### src/rtl/sm_pkg.sv
// Shared definitions for the sm_in_cond input conditioner: channel state
// encoding, default parameter values and the debounce counter width helper.
package sm_pkg;

  localparam logic [0:0] DB_STABLE = 1'b0;
  localparam logic [0:0] DB_CHECK  = 1'b1;

  localparam int SYNC_STAGES_DEF = 2;
  localparam int DB_CYCLES_DEF   = 4;
  localparam int GC_W_DEF        = 8;

  // Bits needed to hold db_cycles-1 (never less than one bit).
  function automatic int cnt_width(input int db_cycles);
    return (db_cycles > 2) ? $clog2(db_cycles) : 1;
  endfunction

endpackage

### src/rtl/sm_in_debounce.sv
// One conditioner channel: SYNC_STAGES-deep synchroniser followed by a
// STABLE/CHECK debounce FSM; the FSM exists only when SM_IN_DEBOUNCE_EN is defined.
module sm_in_debounce
  import sm_pkg::*;
#(
  parameter int SYNC_STAGES = SYNC_STAGES_DEF,
  parameter int DB_CYCLES   = DB_CYCLES_DEF
) (
  input  logic clk,
  input  logic rst,
  input  logic raw,
  output logic q,
  output logic rej
);

  if (SYNC_STAGES < 2 || SYNC_STAGES > 4 || DB_CYCLES < 2 || DB_CYCLES > 255) begin : g_param_check
    $error("sm_in_debounce: SYNC_STAGES or DB_CYCLES out of range");
  end

  logic [SYNC_STAGES-1:0] sync_ff;
  logic                   s;

  always_ff @(posedge clk or posedge rst) begin
    if (rst) begin
      sync_ff <= '0;
    end else begin
      sync_ff <= {sync_ff[SYNC_STAGES-2:0], raw};
    end
  end

  assign s = sync_ff[SYNC_STAGES-1];

`ifdef SM_IN_DEBOUNCE_EN
  localparam int CW = cnt_width(DB_CYCLES);
  localparam logic [CW-1:0] CNT_LAST = CW'(DB_CYCLES - 1);

  logic [0:0]    state;
  logic [CW-1:0] cnt;

  // A bounce back to the accepted level while checking is a rejected glitch.
  always_comb begin
    rej = (state == DB_CHECK) && (s == q);
  end

  always_ff @(posedge clk or posedge rst) begin
    if (rst) begin
      state <= DB_STABLE;
      cnt   <= '0;
      q     <= 1'b0;
    end else begin
      case (state)
        DB_STABLE: begin
          if (s != q) begin
            state <= DB_CHECK;
            cnt   <= CW'(1);
          end
        end
        DB_CHECK: begin
          if (s == q) begin
            state <= DB_STABLE;
            cnt   <= '0;
          end else if (cnt == CNT_LAST) begin
            q     <= s;
            state <= DB_STABLE;
            cnt   <= '0;
          end else begin
            cnt <= cnt + CW'(1);
          end
        end
        default: begin
          state <= DB_STABLE;
          cnt   <= '0;
        end
      endcase
    end
  end
`else
  assign q   = s;
  assign rej = 1'b0;
`endif

endmodule

### src/rtl/sm_in_cond.sv
// Two-channel input conditioner feeding the FSM i1/i2 inputs: change pulse and
// saturating glitch counter. Debounce is built only with SM_IN_DEBOUNCE_EN defined.
module sm_in_cond
  import sm_pkg::*;
#(
  parameter int SYNC_STAGES = SYNC_STAGES_DEF,
  parameter int DB_CYCLES   = DB_CYCLES_DEF,
  parameter int GC_W        = GC_W_DEF
) (
  input  logic            clk,
  input  logic            rst,
  input  logic            i1_raw,
  input  logic            i2_raw,
  output logic            i1,
  output logic            i2,
  output logic            chg,
  output logic [GC_W-1:0] glitch_cnt
);

  localparam int SW = GC_W + 1;
  localparam logic [SW-1:0] GC_MAX = {1'b0, {GC_W{1'b1}}};

  logic          rej1;
  logic          rej2;
  logic          i1_prev;
  logic          i2_prev;
  logic [SW-1:0] gc_sum;

  sm_in_debounce #(
    .SYNC_STAGES (SYNC_STAGES),
    .DB_CYCLES   (DB_CYCLES)
  ) u_ch1 (
    .clk (clk),
    .rst (rst),
    .raw (i1_raw),
    .q   (i1),
    .rej (rej1)
  );

  sm_in_debounce #(
    .SYNC_STAGES (SYNC_STAGES),
    .DB_CYCLES   (DB_CYCLES)
  ) u_ch2 (
    .clk (clk),
    .rst (rst),
    .raw (i2_raw),
    .q   (i2),
    .rej (rej2)
  );

  // Simultaneous changes on both channels collapse into one pulse.
  always_ff @(posedge clk or posedge rst) begin
    if (rst) begin
      i1_prev <= 1'b0;
      i2_prev <= 1'b0;
      chg     <= 1'b0;
    end else begin
      i1_prev <= i1;
      i2_prev <= i2;
      chg     <= (i1 != i1_prev) || (i2 != i2_prev);
    end
  end

  // One spare bit so a +2 step near the top is seen and clamped, never wrapped.
  always_comb begin
    gc_sum = {1'b0, glitch_cnt} + SW'(rej1) + SW'(rej2);
  end

  always_ff @(posedge clk or posedge rst) begin
    if (rst) begin
      glitch_cnt <= '0;
    end else if (gc_sum > GC_MAX) begin
      glitch_cnt <= {GC_W{1'b1}};
    end else begin
      glitch_cnt <= gc_sum[GC_W-1:0];
    end
  end

endmodule

### config.mk
export PLATFORM = sky130hd
export DESIGN_NAME = sm_in_cond
export DESIGN_NICKNAME = d
export VERILOG_FILES = /design/src/rtl/sm_pkg.sv /design/src/rtl/sm_in_debounce.sv /design/src/rtl/sm_in_cond.sv
export SDC_FILE = /design/constraint.sdc
export NUM_CORES = 1
export LEC_CHECK = 0
export BUFFER_PORTS_ARGS = -buffer_cell sky130_fd_sc_hd__buf_2
export CAP_MARGIN = 20
export CORE_AREA = 2 2 39 41
export CTS_CLUSTER_DIAMETER = 200
export DETAILED_ROUTE_END_ITERATION = 10
export DIE_AREA = 0 0 41 43
export PLACE_DENSITY = 0.39
export SYNTH_ARGS = -nofsm -noshare
export SYNTH_HDL_FRONTEND = slang
export SYNTH_SLANG_ARGS = --single-unit
### constraint.sdc
create_clock -name clk -period 1 [get_ports clk]
set_clock_uncertainty 0.15 [all_clocks]
set_input_delay 0.05 -clock clk [delete_from_list [all_inputs] [get_ports clk]]
set_output_delay 0.05 -clock clk [all_outputs]
set_load 0.02 [all_outputs]
==> out/metrics.yaml, run 1 <==
run_status: "finished, final reports clean"
drc: 0
fin_util_pct: 26.6
fmax_mhz: 1000
htreeDepth: 1
grt_start_max_net_pins: 8
wirelength_um: 350
rows: 14
cp.required_ns: 0.80
nets: 38
vias_per_cell: 3.12
r2r-start: "u_ch1.sync_ff[1]$_DFF_PP0_"
arrival_ns: 0.80
die_w_um: 41
nFillCells: 155
crit_type: "flop to output port"
insertion_delay_ns: 0.24
cp.buffers_inverters: 1
grt_use_total_pct: 5.66
synth_area_leader_cell: "dfrtp_1"
coreArea_um2: 1380
syn_inst: 20
rsz0062_at_grt: "yes"
io_pins: 15
synth_area_um2: 264
tritoncts: "yes"
synth_warnings: 0
dieArea_um2: 1760
grt_overflow: 0
min_period_ns: 1.00
leakagePower_nw: 0.184
crit_start: "u_ch2.sync_ff[1]$_DFF_PP0_"
portBuffers: 6
drtPass1Iterations: 1
drive_gt1_share_pct: 33.3
setup_tns_ns: 0
clkTransAtPathRegs_ns: 0.05
synth_cell_types: 6
hold_viol: 0
post_drt_wl_per_cell_um: 7.14
final_cells: 49
vias: 153
yosysSeqAreaShare_pct: 66.4
ff2ff_path_depth: 3
crit_path_start_kind: "flop"
place_congestion: 0.513
crit_path_end_kind: "output port"
crit_chain: "buf_6"
dr.first_iter.drc_count: 0
period_share_pct: 100
reg2reg_slack_ns: 0.04
synth_top_area_share_pct: 66.4
final_antenna_net_count: 0
place_inst: 41
drv_cap: 0
clockBufferDepth: 2
fp.dieH_um: 43
grt_pass1_vias: 156
ir_drop_mv: 0.602
max_stage_delay_ns: 0.41
numCtsBuffers: 3
powerDensity_nw_per_um2: 1750
crit_family: "flip-flops"
cts.sinks: 7
synthTopCellsByArea: "dfrtp_1 66%, buf_4 23%, xnor2_1 6.6%"
r2r_end: "chg$_DFF_PP0_"
ys_ff_latch: 7
diodes: 0
power_w: 0.000644
crit_path_top_delay_cell: "dfrtp_1"
finalSetupViolCount: 0
start_util_pct: 19.1
grt_pass1_wl_um: 565
hp-class: "input pin to asynchronous set/reset pin"
drv_slew: 0
root_buffer: "clkbuf_4"
antenna_found_initial: 0
syn_avg_cell_area_um2: 13.2
syn_to_final_growth_pct: 39.3
crit_fanout: 3
==> timing repair <==
item,4_1_cts,5_1_grt
cloned,0,0
hold buffers,3,0
pin swaps,0,0
setup endpoints to repair,2,3
endpoints found under the hold margin,9,0
buffers inserted,1,0
gates resized for setup,2,4
==> layout make-up <==
| type | instances | area, um2 | area share (%) |
|---|---|---|---|
| Sequential cell | 7 | 175 | 47.6 |
| Timing Repair Buffer | 10 | 83.8 | 22.8 |
| Multi-Input combinational cell | 11 | 58.8 | 16.0 |
| Clock buffer | 4 | 26.3 | 7.14 |
| Tap cell | 16 | 20.0 | 5.44 |
| Inverter | 1 | 3.75 | 1.02 |
==> placed cells by master, fill, tap and decap left out <==
cell type	netlist	layout
conb_1	1	8
dfrtp_1	7	7
buf_2	0	4
clkbuf_4	0	3
dlygate4sd3_1	0	3
buf_6	0	3
inv_1	1	1
xnor2_2	0	1
xnor2_1	2	1
nand2_1	1	1
clkbuf_1	0	1
==> stage by stage <==
step	cell area [um2]	setup slack, ns	hold WS, ns
finish	368	0.000348	0.124
global route	368	-0.0361	0.140
CTS	350	-0.0128	0.122
detailed placement	280	0.111	-0.159
global placement	280	0.152	-0.181
floorplan	290	0.0689	-0.297
==> report_power, final <==
part / internal (W) / switching, W / leakage, nW / total, W
sequential: 0.000300 / 0.00000850 / 0.0802 / 0.000309
clock: 0.000152 / 0.0000967 / 0.0150 / 0.000248
combinational: 0.0000343 / 0.0000528 / 0.0887 / 0.0000871
total: 0.000486 / 0.000158 / 0.184 / 0.000644
==> per-layer routing <==
| metal | global-route usage (%) | share of wire, % | vias up |
|---|---|---|---|
| met5 | 0 | 0 | - |
| met4 | 2.00 | 0 | 0 |
| met3 | 7.85 | 16 | 0 |
| met2 | 8.13 | 49 | 15 |
| met1 | 3.95 | 35 | 70 |
| li1 | - | - | 68 |
==> logic make-up after synthesis <==
family	Yosys count	synth area share, %
buffers and inverters	9	24.2
DFF	7	66.4
and+or+nand+nor	1	1.42
xor gates and xnor gates	2	6.64
other	1	1.42
==> cells in the mapped netlist <==
| library cell | n |
|---|---|
| buf_4 | 8 |
| xnor2_1 | 2 |
| dfrtp_1 | 7 |
| nand2_1 | 1 |
| conb_1 | 1 |
| inv_1 | 1 |
==> flip-flops by register name, indices dropped and copies added (netlist names) <==
register       count
i1_prev            1
u_ch1.sync_ff      2
i2_prev            1
chg                1
u_ch2.sync_ff      2
==> how the worst max path moves through the flow <==
stage               endpoint  slack (ns)  cells past startpoint
3_5_place_dp   chg$_DFF_PP0_        0.11                      2
2_1_floorplan  chg$_DFF_PP0_        0.07                      2
3_3_place_gp   chg$_DFF_PP0_        0.15                      2
4_1_cts                   i2       -0.01                      1
5_1_grt                   i2       -0.04                      1
6_report                  i2      0.0003                      1
Power figures use the tool's default switching activity.
==> inputs of run 2 (changes only) <==
- CTS_BUF_LIST: default -> sky130_fd_sc_hd__clkbuf_4 sky130_fd_sc_hd__clkbuf_8 sky130_fd_sc_hd__clkbuf_16
==> run 2 against run 1 <==
- register-to-register slack hardly changed
- setup slack worse by 0.0053 ns
- clock power is 13% higher
- wire length is 2.0% higher
- global-route usage is 0.30 points higher
- final cell count stayed put
- the flow now finishes with violations (setup timing)
- via count is 2.0% higher
- sequential share of layout area is 0.48 points lower
- combinational power hardly changed
- utilization is 0.27 points higher
- first-iteration DRC count stayed put
- sequential cell count stayed put
==> out/metrics.yaml, run 2 (same netlist as run 1, synthesis figures left out) <==
vias_per_cell: 3.18  # +2.0%
grt_overflow: 0  # unchanged
run_status: "finished, violations left"
crit_fanout: 3  # unchanged
layout_setup_ws_ns: -0.00497  # -0.00532 ns
hp-class: "input pin to asynchronous set/reset pin"
fmax_mhz: 995  # -0.53%
tritoncts: "yes"
ir_drop_mv: 0.688  # +14%
start_util_pct: 19.1  # unchanged
grt_start_max_net_pins: 8  # unchanged
syn_to_final_growth_pct: 40.8
clockBufferDepth: 2  # unchanged
crit_type: "flop to output port"
dr_wl_met3_um: 58  # +3.6%
htreeDepth: 1  # unchanged
grt_use_total_pct: 5.97  # +0.30 points
place_congestion: 0.513  # unchanged
sw_frac_of_total_pct: 24.0  # -0.54 points
fin_area_um2: 372  # +1.0%
final_antenna_net_count: 0  # unchanged
crit_start: "u_ch2.sync_ff[1]$_DFF_PP0_"
wl_met1_um: 121  # -1.6%
largest_registers: "u_ch1.sync_ff x2, u_ch2.sync_ff x2"
violations: "setup timing"
r2r-start: "u_ch1.sync_ff[1]$_DFF_PP0_"
combPwrFrac_pct: 12.9  # -0.6 points
drv_slew: 0  # unchanged
arrival_ns: 0.80  # about the same
rsz0062_at_grt: "yes"
clock_power_share_pct: 41.4  # +2.8 points
crit_path_end_kind: "output port"
drive_gt1_share_pct: 36.4  # +3.0 points
crit_chain: "buf_6"
routed.top_layer: "met4"
cp.buffers_inverters: 1  # unchanged
rows: 14  # unchanged
insertion_delay_ns: 0.25  # about the same
io_pins: 15  # unchanged
reg2reg_slack_ns: 0.04  # about the same
seq_power_share_pct: 45.7  # -2.2 points
route.met2.wl_um: 165  # -2.9%
dpl_worst_slack_ns: 0.111  # unchanged
clkTransAtPathRegs_ns: 0.05  # about the same
diodes: 0  # unchanged
crit_path_start_kind: "flop"
drv_cap: 0  # unchanged
period_share_pct: 100  # +0.53 points
layout_commonest_cell: "conb_1"
r2r_end: "chg$_DFF_PP0_"
p_switching_w: 0.000162  # +2.6%
drc: 0  # unchanged
dieArea_um2: 1760  # unchanged
cp.required_ns: 0.80  # about the same
portBuffers: 6  # unchanged
cts.sinks: 7  # unchanged
hold_viol: 0  # unchanged
vias: 156  # +2.0%
finalSetupViolCount: 1  # +1
antenna_found_initial: 0  # unchanged
fin_util_pct: 26.9  # +0.27 points
wirelength_um: 357  # +2.0%
drtPass1Iterations: 1  # unchanged
nets: 38  # unchanged
crit_family: "flip-flops"
max_stage_delay_ns: 0.41  # about the same
final_cell_mix: "8 x conb_1, 7 x dfrtp_1, 4 x clkbuf_4, 4 x buf_2"
crit_path_top_delay_cell: "dfrtp_1"
grt_pass1_vias: 156  # unchanged
fp.dieH_um: 43  # unchanged
powerDensity_nw_per_um2: 1820  # +3.8%
dpl_cell_area_um2: 280  # unchanged
coreArea_um2: 1380  # unchanged
post_drt_wl_per_cell_um: 7.29  # +2.0%
root_buffer: "clkbuf_4"
p_int_w: 0.000514  # +5.6%
numCtsBuffers: 3  # unchanged
grt_pass1_wl_um: 572  # +1.2%
dr.first_iter.drc_count: 0  # unchanged
leakagePower_nw: 0.187  # +1.9%
die_w_um: 41  # unchanged
ff2ff_path_depth: 3  # unchanged
min_period_ns: 1.00  # +0.00532 ns
run 2: cell counts in the layout (fill, tap and decap cells not counted):
Identical to the previous run, type by type.
run 2: what timing repair did:
| item | 4_1_cts | 5_1_grt |
|---|---|---|
| hold buffers | 3 | 0 |
| endpoints found under the hold margin | 9 | 0 |
| buffers inserted | 1 | 0 |
| setup endpoints to repair | 2 | 3 |
| resized for setup | 2 | 4 |
| pin swaps | 0 | 0 |
run 2: through the flow:
step / hold slack (ns) / total power [W] / std cells / setup TNS (ns)
after CTS: 0.119 / 0.000681 / 49 / -0.0153
after global placement: -0.181 / 0.000375 / 41 / 0
after floorplan: -0.297 / 0.000385 / 27 / 0
after global routing: 0.136 / 0.000731 / 49 / -0.0920
after detailed placement: -0.159 / 0.000378 / 41 / 0
final: 0.119 / 0.000676 / 49 / -0.00497
run 2: worst max-delay path by stage:
stage | end | slack [ns] | cells past startpoint
after detailed placement | chg$_DFF_PP0_ | 0.11 | 2
after global routing | i2 | -0.04 | 1
after CTS | i2 | -0.02 | 1
after floorplan | chg$_DFF_PP0_ | 0.07 | 2
after global placement | chg$_DFF_PP0_ | 0.15 | 2
final | i2 | -0.005 | 1
run 2: routing by layer:
metal	up-vias	GRT usage, %
met5	-	0
met4	0	4.00
met3	2	7.85
met2	15	8.13
met1	70	3.95
li1	69	-
run 2: power groups by stage:
stage / clock (W) / sequential, W / combinational [W]
after global routing: 0.000323 / 0.000310 / 0.0000974
after CTS: 0.000293 / 0.000307 / 0.0000808
after global placement: 0 / 0.000311 / 0.0000641
after detailed placement: 0 / 0.000312 / 0.0000659
final: 0.000280 / 0.000309 / 0.0000871
after floorplan: 0 / 0.000322 / 0.0000625
run 2: final cells by class:
class | instances | area, um2
Fill cell | 156 | 1010
Inverter | 1 | 3.75
Clock buffer | 4 | 30.0
Multi-Input combinational cell | 11 | 58.8
Tap cell | 16 | 20.0
Timing Repair Buffer | 10 | 83.8
Sequential cell | 7 | 175
